$ cat src/rtl/led_pattern_ctrl.sv
// led_pattern_ctrl: takes {mode, rate} commands over a valid/ready port and
// steps an LED pattern (blink, chase, bounce) at a prescaled rate.
module led_pattern_ctrl #(
    parameter int TICK_DIV = 25000000,
    parameter int CNT_W    = 25,
    parameter int LED_W    = 8
) (
    input  logic             clk,
    input  logic             rst,
    input  logic             cmd_valid,
    output logic             cmd_ready,
    input  logic [1:0]       cmd_mode,
    input  logic [3:0]       cmd_rate,
    output logic [LED_W-1:0] led,
    output logic             step,
    output logic             busy
);
    typedef enum logic [1:0] {IDLE, LOAD, RUN} state_t;

    localparam logic [1:0]       M_OFF   = 2'd0;
    localparam logic [1:0]       M_BLINK = 2'd1;
    localparam logic [1:0]       M_CHASE = 2'd2;
    localparam logic [CNT_W-1:0] PRE_MAX = CNT_W'(TICK_DIV - 1);

    state_t           state_q, state_d;
    logic [1:0]       mode_q, mode_d;
    logic [3:0]       rate_q, rate_d;
    logic [CNT_W-1:0] pre_q, pre_d;
    logic [3:0]       rcnt_q, rcnt_d;
    logic             dir_q, dir_d;
    logic [LED_W-1:0] led_q, led_d;
    logic             step_q, step_d;
    logic             accept, tick, adv, flip;

    assign cmd_ready = state_q != LOAD;
    assign accept    = cmd_valid && cmd_ready;
    assign led       = led_q;
    assign step      = step_q;
    assign busy      = state_q == RUN;

    always_comb begin
        state_d = state_q;
        mode_d  = mode_q;
        rate_d  = rate_q;
        pre_d   = pre_q;
        rcnt_d  = rcnt_q;
        dir_d   = dir_q;
        led_d   = led_q;
        step_d  = 1'b0;
        tick    = 1'b0;
        adv     = 1'b0;
        // bounce reverses when the lit bit sits on the end it is heading toward
        flip    = dir_q ? led_q[0] : led_q[LED_W-1];
        if (state_q == RUN) begin
            tick   = pre_q == PRE_MAX;
            pre_d  = tick ? '0 : pre_q + 1'b1;
            adv    = tick && (rcnt_q == rate_q);
            rcnt_d = !tick ? rcnt_q : adv ? '0 : rcnt_q + 1'b1;
            if (adv) begin
                step_d = 1'b1;
                dir_d  = (mode_q == M_CHASE || mode_q == M_BLINK) ? dir_q : dir_q ^ flip;
                led_d  = (mode_q == M_BLINK) ? ~led_q :
                         (mode_q == M_CHASE) ? {led_q[LED_W-2:0], led_q[LED_W-1]} :
                         (dir_q == flip)     ? led_q << 1 : led_q >> 1;
            end
        end
        if (state_q == LOAD) begin
            pre_d   = '0;
            rcnt_d  = '0;
            dir_d   = 1'b0;
            led_d   = (mode_q == M_OFF) ? '0 : (mode_q == M_BLINK) ? '1 : LED_W'(1);
            state_d = (mode_q == M_OFF) ? IDLE : RUN;
        end
        if (accept) begin
            mode_d  = cmd_mode;
            rate_d  = cmd_rate;
            state_d = LOAD;
        end
    end

    always_ff @(posedge clk) begin
        if (rst) begin
            state_q <= IDLE;
            mode_q  <= '0;
            rate_q  <= '0;
            pre_q   <= '0;
            rcnt_q  <= '0;
            dir_q   <= 1'b0;
            led_q   <= '0;
            step_q  <= 1'b0;
        end else begin
            state_q <= state_d;
            mode_q  <= mode_d;
            rate_q  <= rate_d;
            pre_q   <= pre_d;
            rcnt_q  <= rcnt_d;
            dir_q   <= dir_d;
            led_q   <= led_d;
            step_q  <= step_d;
        end
    end
endmodule

$ cat config.mk
export PLATFORM = sky130hd
export DESIGN_NAME = led_pattern_ctrl
export DESIGN_NICKNAME = d
export VERILOG_FILES = /design/src/rtl/led_pattern_ctrl.sv
export SDC_FILE = /design/constraint.sdc
export NUM_CORES = 1
export LEC_CHECK = 0
export ABC_AREA = 1
export BUFFER_PORTS_ARGS = -buffer_cell sky130_fd_sc_hd__clkbuf_2
export CAP_MARGIN = 25
export CORE_MARGIN = 2
export CORE_UTILIZATION = 60
export DETAILED_ROUTE_END_ITERATION = 8
export PLACE_DENSITY = 0.8
export SLEW_MARGIN = 25
export SYNTH_ARGS = -nofsm -noshare
export SYNTH_HDL_FRONTEND = slang
export SYNTH_SLANG_ARGS = --single-unit
$ cat constraint.sdc
create_clock -name clk -period 4.43 [get_ports clk]
set_input_delay 0.886 -clock clk [delete_from_list [all_inputs] [get_ports clk]]
set_output_delay 0.886 -clock clk [all_outputs]
set_load 0.03 [all_outputs]
==> results.toml <==
[grt]
grtUsageTotal_pct = 24.09
grt-busiest-layer = "met2"
antenna_found_initial = 0
met3_usage_pct = 4.843
grt_use_met1_pct = 33.90
grt_pass1_wl_um = 9853
grt_max_degree = 17
met2_usage_pct = 37.80
grt_pass1_vias = 2251
overflow = 0

[timing]
fin_crit_ns = 2.360
slew_headroom_pct = 68.01
skew_ns = 0.008029
finalSetupViolCount = 0
fmax_mhz = 423.7
maxSlewViolCount = 0
timing.final.hold_violations = 0
worst_pin_slew_ns = 0.4793
rsz0062_at_grt = "false"
fin_crit_sh_pct = 53.28
fin_tns_setup_ns = 0

[logic_synthesis]
synth_top_area_share_pct = 34.90
ys_ff_latch = 47
yosys.area.top_type = "dfxtp_1"
yosys.cell_types.count = 32
yosys_warnings = 0
synth_fp_nets = 424
synth_edf_count = 0
syn_inst = 408
synthArstFlopShare_pct = 0
syn-cell-area_um2 = 2696
synth_ff_type = "dfxtp_1"
syn_avg_cell_area_um2 = 6.609
ys_seq_area_share_pct = 34.90
yosys-top-cells-area = "dfxtp_1, nand2_1, nor2_1"

[die]
initial_core_util_pct = 61.93
pin_count = 20
core_um2 = 4354
die_w_um = 71.04
die_h_um = 71.04
die-area_um2 = 5046
rows = 24

[worst_setup_path]
rr_startpoint = "state_q[0]$_SDFFE_PP0P_"
crit_path_start_kind = "flip-flop"
slowest_stage = "dfxtp_1"
crit_chain = "inv_1 > ha_1 > inv_1 > clkbuf_2"
cp.buffers_inverters = 3
r2r_cells = 9
cp.depth = 4
crit_top_cell = "inv_1"
critical_path.max_stage_delay_ns = 0.36
worstSetupPathType = "reg -> out"
r2r_end = "pre_q[19]$_SDFFE_PP0P_"
r2r_slack_ns = 2.49
critPathCaptureType = "output port"
required_ns = 3.54
cp_data_arrival_time_ns = 1.47
critPathTopFamily = "buffers and inverters"
cp_max_fo = 10

[placed_design]
gp_congestion = 0.9061
dp_cells = 472
hpwl_um = 4217
dpl_cell_area_um2 = 2806
portBuffers = 19

[worst_hold_path]
hold-path-cell-count = 2
hold_end = "pre_q[0]$_SDFFE_PP0P_"
min_from = "pre_q[0]$_SDFFE_PP0P_"
worstHoldPathType = "reg -> reg"

[flow_run]
maxCapViolations = 0

[final_layout]
diodes = 0
nets = 443
layout-drive-gt1-share_pct = 11.21
final_core_util_pct = 66.41
fin_area_um2 = 2892
fillers = 398
area_growth_pct = 7.239
instances_no_fill = 480

[cts]
cts_setup_buffers = 0
cts_buffer_depth = 2
insertion_delay_ns = 0.30
cts_resized = 0
clock_sinks = 47
htree_levels = 2
numCtsBuffers = 5
cts.hold.buffers_added = 0
clk_pin_slew_ns = 0.08
cts_root_buf = "clkbuf_8"
cts_tree = "built"

[detailed_routing]
routed_wl_um = 5663
dr.pass1.iters = 5
vias_per_cell = 5.267
vias = 2528
wl_per_cell_um = 11.80
antenna_left = 0
drtIter0Drc = 219
drc = 0

[power]
p_per_area_nw_per_um2 = 281.1
leakagePower_nw = 1.148
ir_drop_mv = 0.1831

[status]
status = "finished clean"
## worst register-to-register path, cell delays in order, from the launching register on
cell and delay, ns:
dfxtp_1 0.33, inv_1 0.08, ha_1 0.42, inv_2 0.15, nor2_2 0.17, nand3_1 0.14, nor2_1 0.21, nand3_1 0.13
o21ai_0 0.16, nor2_1 0.05
## routing by layer
| layer | up-vias | part of all wire, % |
|---|---|---|
| met5 | - | 0 |
| met1 | 1125 | 48 |
| met4 | 0 | 1.1 |
| li1 | 1336 | - |
| met3 | 7 | 6.2 |
| met2 | 60 | 45 |
## stage by stage
stage | hold slack (ns) | worst slack, ns | power, mW
2_1_floorplan | 0.4557 | 2.569 | 0.5459
3_3_place_gp | 0.4696 | 2.449 | 0.5666
3_5_place_dp | 0.4803 | 2.400 | 0.5692
4_1_cts | 0.4930 | 2.059 | 0.8201
5_1_grt | 0.5264 | 1.954 | 0.8545
6_report | 0.4867 | 2.070 | 0.8127
## how the worst max path moves through the flow
stage	startpoint	to	slack, ns
4_1_cts	state_q[1]$_SDFFE_PP0P_	cmd_ready	2.06
3_5_place_dp	state_q[1]$_SDFFE_PP0P_	cmd_ready	2.40
3_3_place_gp	rst	pre_q[19]$_SDFFE_PP0P_	2.45
5_1_grt	state_q[1]$_SDFFE_PP0P_	cmd_ready	1.95
6_report	state_q[1]$_SDFFE_PP0P_	cmd_ready	2.07
2_1_floorplan	state_q[1]$_SDFFE_PP0P_	cmd_ready	2.57
## flip-flops by register name, summed over array words and instances (netlist names)
name	flops
pre_q	25
led	8
rate_q	4
rcnt_q	4
mode_q	2
state_q	2
dir_q	1
step	1
## cells by family (layout without fill, tap and decap cells)
logic type / after synthesis / in the layout / synth area share [%]
adders and majority gates: 7 / 7 / 3.248
xor gates and xnor gates: 9 / 9 / 2.923
and+or+nand+nor: 226 / 226 / 38.52
DFF: 47 / 47 / 34.90
AOI/OAI and AO/OA: 53 / 53 / 10.35
buffers and inverters: 66 / 86 / 10.07
## cell usage in the layout (no fill, tap or decap)
cell type	netlist	routed
nand2_2	3	3
nand2_4	1	1
nor3b_1	3	3
nor2_2	6	6
o21ai_0	18	18
inv_1	57	57
ha_1	7	7
nor2_1	64	64
o21bai_1	1	1
a31oi_1	1	1
xor2_1	4	4
nor3_2	3	3
clkinvlp_4	0	1
nand3_1	30	30
clkbuf_1	2	1
clkinv_2	0	1
clkbuf_8	0	5
nor2_4	3	3
or2_0	1	1
o21ai_1	2	2
xnor2_1	5	5
nand3b_1	3	3
a32o_1	1	1
or2_2	1	1
nand4_1	10	10
a21oi_1	28	28
nand2_1	87	87
nand3_2	3	3
inv_2	2	2
clkbuf_2	0	19
nor3_1	8	8
dfxtp_1	47	47
o21a_1	2	2
## area by class of cell
type                            instances  area (um^2)  area share [%]
Multi-Input combinational cell        295         1484           51.32
Inverter                               59        221.5           7.659
Tap cell                               52        65.06           2.250
Clock inverter                          2        12.51          0.4327
Clock buffer                            6        72.57           2.510
Timing Repair Buffer                   19        95.09           3.289
Sequential cell                        47        940.9           32.54
## cell usage after synthesis (2+ instances only)
cell type and number:
o21a_1 2, nand3_2 3, a21oi_1 28, nor3_2 3, nand2_1 87, buf_4 3, nand2_2 3, dfxtp_1 47
inv_1 57, inv_2 2, nor2_4 3, nor2_2 6, o21ai_1 2, o21ai_0 18, nand4_1 10, nor3b_1 3
xnor2_1 5, xor2_1 4, nor3_1 8, clkbuf_1 2, nand3b_1 3, nand3_1 30, nor2_1 64, ha_1 7
## power by group
group | switching [mW] | internal, mW
sequential | 0.00848 | 0.433
clock | 0.142 | 0.110
combinational | 0.0822 | 0.0360
total | 0.233 | 0.580
(Power assumes the default switching activity.)
